==> src/rtl/circuito_projeto_pkg.sv <==
// Shared definitions for the circuito_projeto control unit: state codes and
// measurement class codes (the class codes match classificador_medida).
package circuito_projeto_pkg;

  typedef enum logic [3:0] {
    INICIAL    = 4'd0,
    PREPARA    = 4'd1,
    MEDE       = 4'd2,
    ESP_MED    = 4'd3,
    CLASSIFICA = 4'd4,
    ESP_CLASS  = 4'd5,
    ATUA       = 4'd6,
    TRANSMITE  = 4'd7,
    ESP_TX     = 4'd8,
    PROX       = 4'd9,
    INTERVALO  = 4'd10,
    FALHA      = 4'd11,
    ERRO       = 4'd12
  } estado_t;

  localparam logic [2:0] CLASSE_NORMAL  = 3'b000;
  localparam logic [2:0] CLASSE_BAIXO   = 3'b001;
  localparam logic [2:0] CLASSE_ALTO    = 3'b010;
  localparam logic [2:0] CLASSE_CRITICO = 3'b011;

endpackage

==> src/rtl/circuito_projeto_uc.sv <==
// Control unit for circuito_projeto_fd: measure, classify, act on valve/buzzers,
// send a 4-char report, wait 1 s, repeat. Owns the 2 s timeout and retry policy.
module circuito_projeto_uc
  import circuito_projeto_pkg::*;
#(
  parameter int MAX_RETRY = 3
) (
  input  logic       clock,
  input  logic       reset,
  input  logic       ligar,
  input  logic       fim_medida,
  input  logic       fim_classificacao,
  input  logic [2:0] medida_classificacao,
  input  logic       descartar_medida,
  input  logic       fim_carater,
  input  logic       fim_mensagem,
  input  logic       fim_1s,
  input  logic       fim_2s,
  output logic       zera,
  output logic       mensurar,
  output logic       analisa_medida,
  output logic       envia,
  output logic       muda,
  output logic       conta_1s,
  output logic       conta_2s,
  output logic       liga_buzzer_alta,
  output logic       liga_buzzer_baixa,
  output logic       desliga_buzzers,
  output logic       abre_valvula_auto,
  output logic       fecha_valvula_auto,
  output logic [3:0] db_estado
);

  localparam int RW = $clog2(MAX_RETRY + 1);

  estado_t         estado, prox;
  logic [RW-1:0]   retry, retry_inc;
  logic [2:0]      classe;
  logic            ultimo;
  logic            erro_entrada;
  logic            excede;

  // Saturating increment; the FALHA decision uses the post-increment count.
  assign retry_inc = (retry == RW'(MAX_RETRY)) ? retry : retry + 1'b1;
  assign excede    = (int'(retry_inc) >= MAX_RETRY);
  assign db_estado = estado;

  always_ff @(posedge clock or posedge reset) begin
    if (reset) begin
      estado       <= INICIAL;
      retry        <= '0;
      classe       <= CLASSE_NORMAL;
      ultimo       <= 1'b0;
      erro_entrada <= 1'b0;
    end else begin
      estado       <= prox;
      erro_entrada <= (prox == ERRO) && (estado != ERRO);
      if (estado == ESP_CLASS && fim_classificacao && !descartar_medida) begin
        classe <= medida_classificacao;
        retry  <= '0;
      end
      if (estado == ESP_TX && fim_carater) ultimo <= fim_mensagem;
      if (estado == FALHA) retry <= retry_inc;
      if (estado == ERRO && !ligar) retry <= '0;
    end
  end

  always_comb begin
    prox               = estado;
    zera               = 1'b0;
    mensurar           = 1'b0;
    analisa_medida     = 1'b0;
    envia              = 1'b0;
    muda               = 1'b0;
    conta_1s           = 1'b0;
    conta_2s           = 1'b0;
    liga_buzzer_alta   = 1'b0;
    liga_buzzer_baixa  = 1'b0;
    desliga_buzzers    = 1'b0;
    abre_valvula_auto  = 1'b0;
    fecha_valvula_auto = 1'b0;
    case (estado)
      INICIAL:    if (ligar) prox = PREPARA;
      PREPARA:    begin zera = 1'b1; prox = MEDE; end
      MEDE:       begin mensurar = 1'b1; prox = ESP_MED; end
      ESP_MED: begin
        conta_2s = 1'b1;
        if (fim_medida)  prox = CLASSIFICA;
        else if (fim_2s) prox = FALHA;
      end
      CLASSIFICA: begin analisa_medida = 1'b1; prox = ESP_CLASS; end
      ESP_CLASS:
        if (fim_classificacao) prox = descartar_medida ? FALHA : ATUA;
      ATUA: begin
        prox = TRANSMITE;
        // Any code outside the defined set is treated as critical.
        case (classe)
          CLASSE_NORMAL: desliga_buzzers = 1'b1;
          CLASSE_BAIXO:  begin abre_valvula_auto = 1'b1; liga_buzzer_baixa = 1'b1; end
          CLASSE_ALTO:   begin fecha_valvula_auto = 1'b1; desliga_buzzers = 1'b1; end
          default:       begin fecha_valvula_auto = 1'b1; liga_buzzer_alta = 1'b1; end
        endcase
      end
      TRANSMITE:  begin envia = 1'b1; prox = ESP_TX; end
      ESP_TX:     if (fim_carater) prox = PROX;
      PROX:       begin muda = 1'b1; prox = ultimo ? INTERVALO : TRANSMITE; end
      INTERVALO: begin
        conta_1s = 1'b1;
        if (fim_1s) prox = ligar ? PREPARA : INICIAL;
      end
      FALHA:      prox = excede ? ERRO : INTERVALO;
      ERRO: begin
        liga_buzzer_alta   = erro_entrada;
        fecha_valvula_auto = erro_entrada;
        if (!ligar) prox = INICIAL;
      end
      default:    prox = INICIAL;
    endcase
  end

endmodule

==> config.mk <==
export PLATFORM = sky130hd
export DESIGN_NAME = circuito_projeto_uc
export DESIGN_NICKNAME = d
export VERILOG_FILES = /design/src/rtl/circuito_projeto_pkg.sv /design/src/rtl/circuito_projeto_uc.sv
export SDC_FILE = /design/constraint.sdc
export NUM_CORES = 1
export LEC_CHECK = 0
export BUFFER_PORTS_ARGS = -buffer_cell sky130_fd_sc_hd__buf_2
export CELL_PAD_IN_SITES_DETAIL_PLACEMENT = 0
export CELL_PAD_IN_SITES_GLOBAL_PLACEMENT = 1
export CORE_MARGIN = 10
export CORE_UTILIZATION = 33
export DETAILED_ROUTE_END_ITERATION = 8
export PLACE_DENSITY_LB_ADDON = 0.1
export SETUP_SLACK_MARGIN = 0.1
export SYNTH_ARGS = -nofsm -noshare
export SYNTH_HDL_FRONTEND = slang
export SYNTH_SLANG_ARGS = --single-unit
==> constraint.sdc <==
create_clock -name clock -period 1.33 [get_ports clock]
set_input_delay 0.133 -clock clock [delete_from_list [all_inputs] [get_ports clock]]
set_output_delay 0.133 -clock clock [all_outputs]
set_load 0.02 [all_outputs]
==> run_results.csv <==
group,metric,value,unit
logic_synthesis,synth_area_leader_cell,"dfrtp_1",
run_status,violations,"setup timing",
final_layout,stdcell_area,1400,µm²
global_route,grt_usage,11.0,%
routing,firstDrtPassIters,4,
final_layout,drive_gt1_share,66.0,%
clock_network,cts_tree,"done",
worst_setup_path,critical-path-max-stage-delay,0.43,ns
floorplan,fp.dieW,67.9,µm
worst_setup_path,worstPathArrival,1.40,ns
timing,setup_ws,-0.204,ns
timing,fmax,652,MHz
logic_synthesis,postSynthAreaPerCell,8.14,µm²
logic_synthesis,synthTopCellsByArea,"dfrtp_1 36%, mux2_2 6.0%, nor2_1 6.0%",
final_layout,syn2layout_area_growth,85.3,%
floorplan,rows,17,
power,ir_drop,0.00106,V
global_route,grt_pass1_vias,869,
logic_synthesis,ys_seq_area_share,36.4,%
logic_synthesis,synth_area,757,µm²
timing,fin_crit_sh,115,%
worst_setup_path,cp-start-kind,"register",
timing,maxSlewViolCount,0,
timing,period_needed,1.53,ns
timing,worst_pin_slew,0.452,ns
placement,dp.cells,156,
timing,fin_worst_skew,0.00212,ns
worst_setup_path,cp.required,1.20,ns
logic_synthesis,ys_warn_count,0,
logic_synthesis,ys_ff_latch,11,
timing,hold_viol_final,0,
clock_network,clk_latency,0.26,ns
final_layout,diodes,0,
floorplan,start_util,34.6,%
final_layout,final_cells,169,
final_layout,fin_nets,155,
power,powerDensity,2060,nW/µm²
routing,drc,0,
flow_run,drv_cap,0,
clock_network,cts_root_buffer,"clkbuf_4",
clock_network,cts.path.max_buffers,2,
timing,setup_tns,-2.11,ns
global_route,antenna_found_initial,0,
logic_synthesis,synth_edf_count,0,
floorplan,floorplan.core_area,2190,µm²
hold_path,min_path_type,"in -> reg",
worst_setup_path,path_cells,"nand2b_4 > or2_4 > o21ai_4 > buf_6",
global_route,grt_pass1_wl,3.98,mm
run_status,status,"complete, but fails checks",
worst_setup_path,cp_slowest_cell,"dfrtp_2",
routing,drt_wl_total,2.70,mm
placement,place.gp.congestion,0.805,
worst_setup_path,crit_fanout,4,
routing,drt-vias-per-instance,5.12,
placement,io_buffers,28,
logic_synthesis,synth_top_area_share,36.4,%
final_layout,fillers,178,
clock_network,htree_levels,1,
global_route,grt_max_degree,12,
worst_setup_path,critPathKind,"reg -> out",
routing,ant_nets,0,
logic_synthesis,yosysUniqueCellTypes,30,
clock_network,numCtsBuffers,3,
timing,slew_headroom,69.8,%
floorplan,die_area,4610,µm²
logic_synthesis,ys_async_sr_fraction,100,%
logic_synthesis,ys.flop_type,"dfrtp_1",
timing,rsz0062_at_grt,"true",
clock_network,cts.clk_slew.worst_paths,0.07,ns
global_route,grt-ovfl-total,0,
power,p_leak,0.669,nW
timing,setup_viol,18,
logic_synthesis,synth.net_count,106,
routing,drt-initial-drc-count,21,
routing,vias,866,
worst_setup_path,end_kind,"output pin",
logic_synthesis,syn_inst,93,
placement,placed_area,1080,µm²
routing,wl_per_cell,16.0,µm
placement,dpl.hpwl,1.87,mm
final_layout,mostFrequentLayoutCells,"16 x buf_2, 16 x buf_6, 16 x buf_4, 7 x dfrtp_1, 6 x nor2_1",
floorplan,dieHeight,67.9,µm
clock_network,cts.sinks,11,
floorplan,io-pin-count,29,
timing repair:
item,4_1_cts,5_1_grt
setup buffers,5,2
hold buffers,1,0
setup endpoints to repair,19,24
gates resized for setup,33,27
cloned,0,1
endpoints found under the hold margin,11,0
pin swaps,6,9
cell usage after synthesis (2+ instances only):
| library cell | count |
|---|---|
| o21ai_0 | 8 |
| inv_1 | 6 |
| nand3_1 | 6 |
| nor2_1 | 12 |
| nand4_1 | 2 |
| nand2_1 | 8 |
| nand2b_1 | 6 |
| a21oi_1 | 3 |
| buf_2 | 2 |
| dfrtp_1 | 11 |
| mux2_2 | 4 |
| buf_4 | 3 |
| nor3_1 | 5 |
worst max-delay path, delay by kind of cell (launching register included):
| kind | cells | cell delay [ns] |
|---|---|---|
| DFF | 1 | 0.43 |
| AOI/OAI and AO/OA | 1 | 0.14 |
| buffers and inverters | 1 | 0.13 |
| and+or+nand+nor | 2 | 0.43 |
final timing paths:
kind	cells past startpoint	to	start	slack, ns
min reg2reg	1	ultimo	ultimo	0.54
min	2	classe[0]	medida_classificacao[0]	0.1
max	4	fecha_valvula_auto	db_estado[0]	-0.20
min in group asynchronous	3	retry[0]	reset	0.40
max reg2reg	5	classe[1]	db_estado[2]	-0.15
max in group asynchronous	3	db_estado[0]	reset	0.59
flip-flops by register name, indices dropped and copies added, names as in the netlist:
name          cells
ultimo            1
retry             2
classe            3
db_estado         4
erro_entrada      1
final cells by class:
cell class	count	area, µm²	share of cell area (%)
Clock buffer	4	26.3	1.87
Sequential cell	11	280	20.0
Tap cell	28	35.0	2.50
Multi-Input combinational cell	70	628	44.8
Timing Repair Buffer	50	410	29.3
Inverter	6	22.5	1.61
report_power, final:
group	switching [mW]	total, mW	internal, mW	leakage [nW]
combinational	0.976	2.00	1.03	0.520
clock	0.114	0.230	0.116	0.0150
sequential	0.179	0.663	0.484	0.134
total	1.27	2.90	1.63	0.669
routing by layer:
metal | wire, µm | global-route usage [%] | part of all wire [%]
met1 | 1040 | 12.0 | 39
met5 | 0 | 0 | 0
met2 | 1410 | 19.8 | 52
met3 | 240 | 2.94 | 8.9
met4 | 0 | 4.02 | 0
stage by stage:
stage | power (mW) | utilization [%] | setup slack [ns] | hold slack, ns
final | 2.90 | 64.0 | -0.204 | 0.0977
after global routing | 3.09 | 64.0 | -0.261 | 0.0911
after CTS | 2.59 | 57.5 | -0.218 | 0.0908
after detailed placement | 2.08 | 49.2 | 0.0137 | 0.151
after global placement | 2.07 | 49.2 | 0.0394 | 0.138
after floorplan | 1.57 | - | -0.0315 | -0.0148
kinds of logic after synthesis:
logic type	count (synthesis)	synth area share, %
AND/OR/NAND/NOR	45	31.9
AO/OA/AOI/OAI	21	18.0
buffers and inverters	12	7.77
flip-flops	11	36.4
multiplexers	4	5.95
Power figures use the tool's default switching activity.
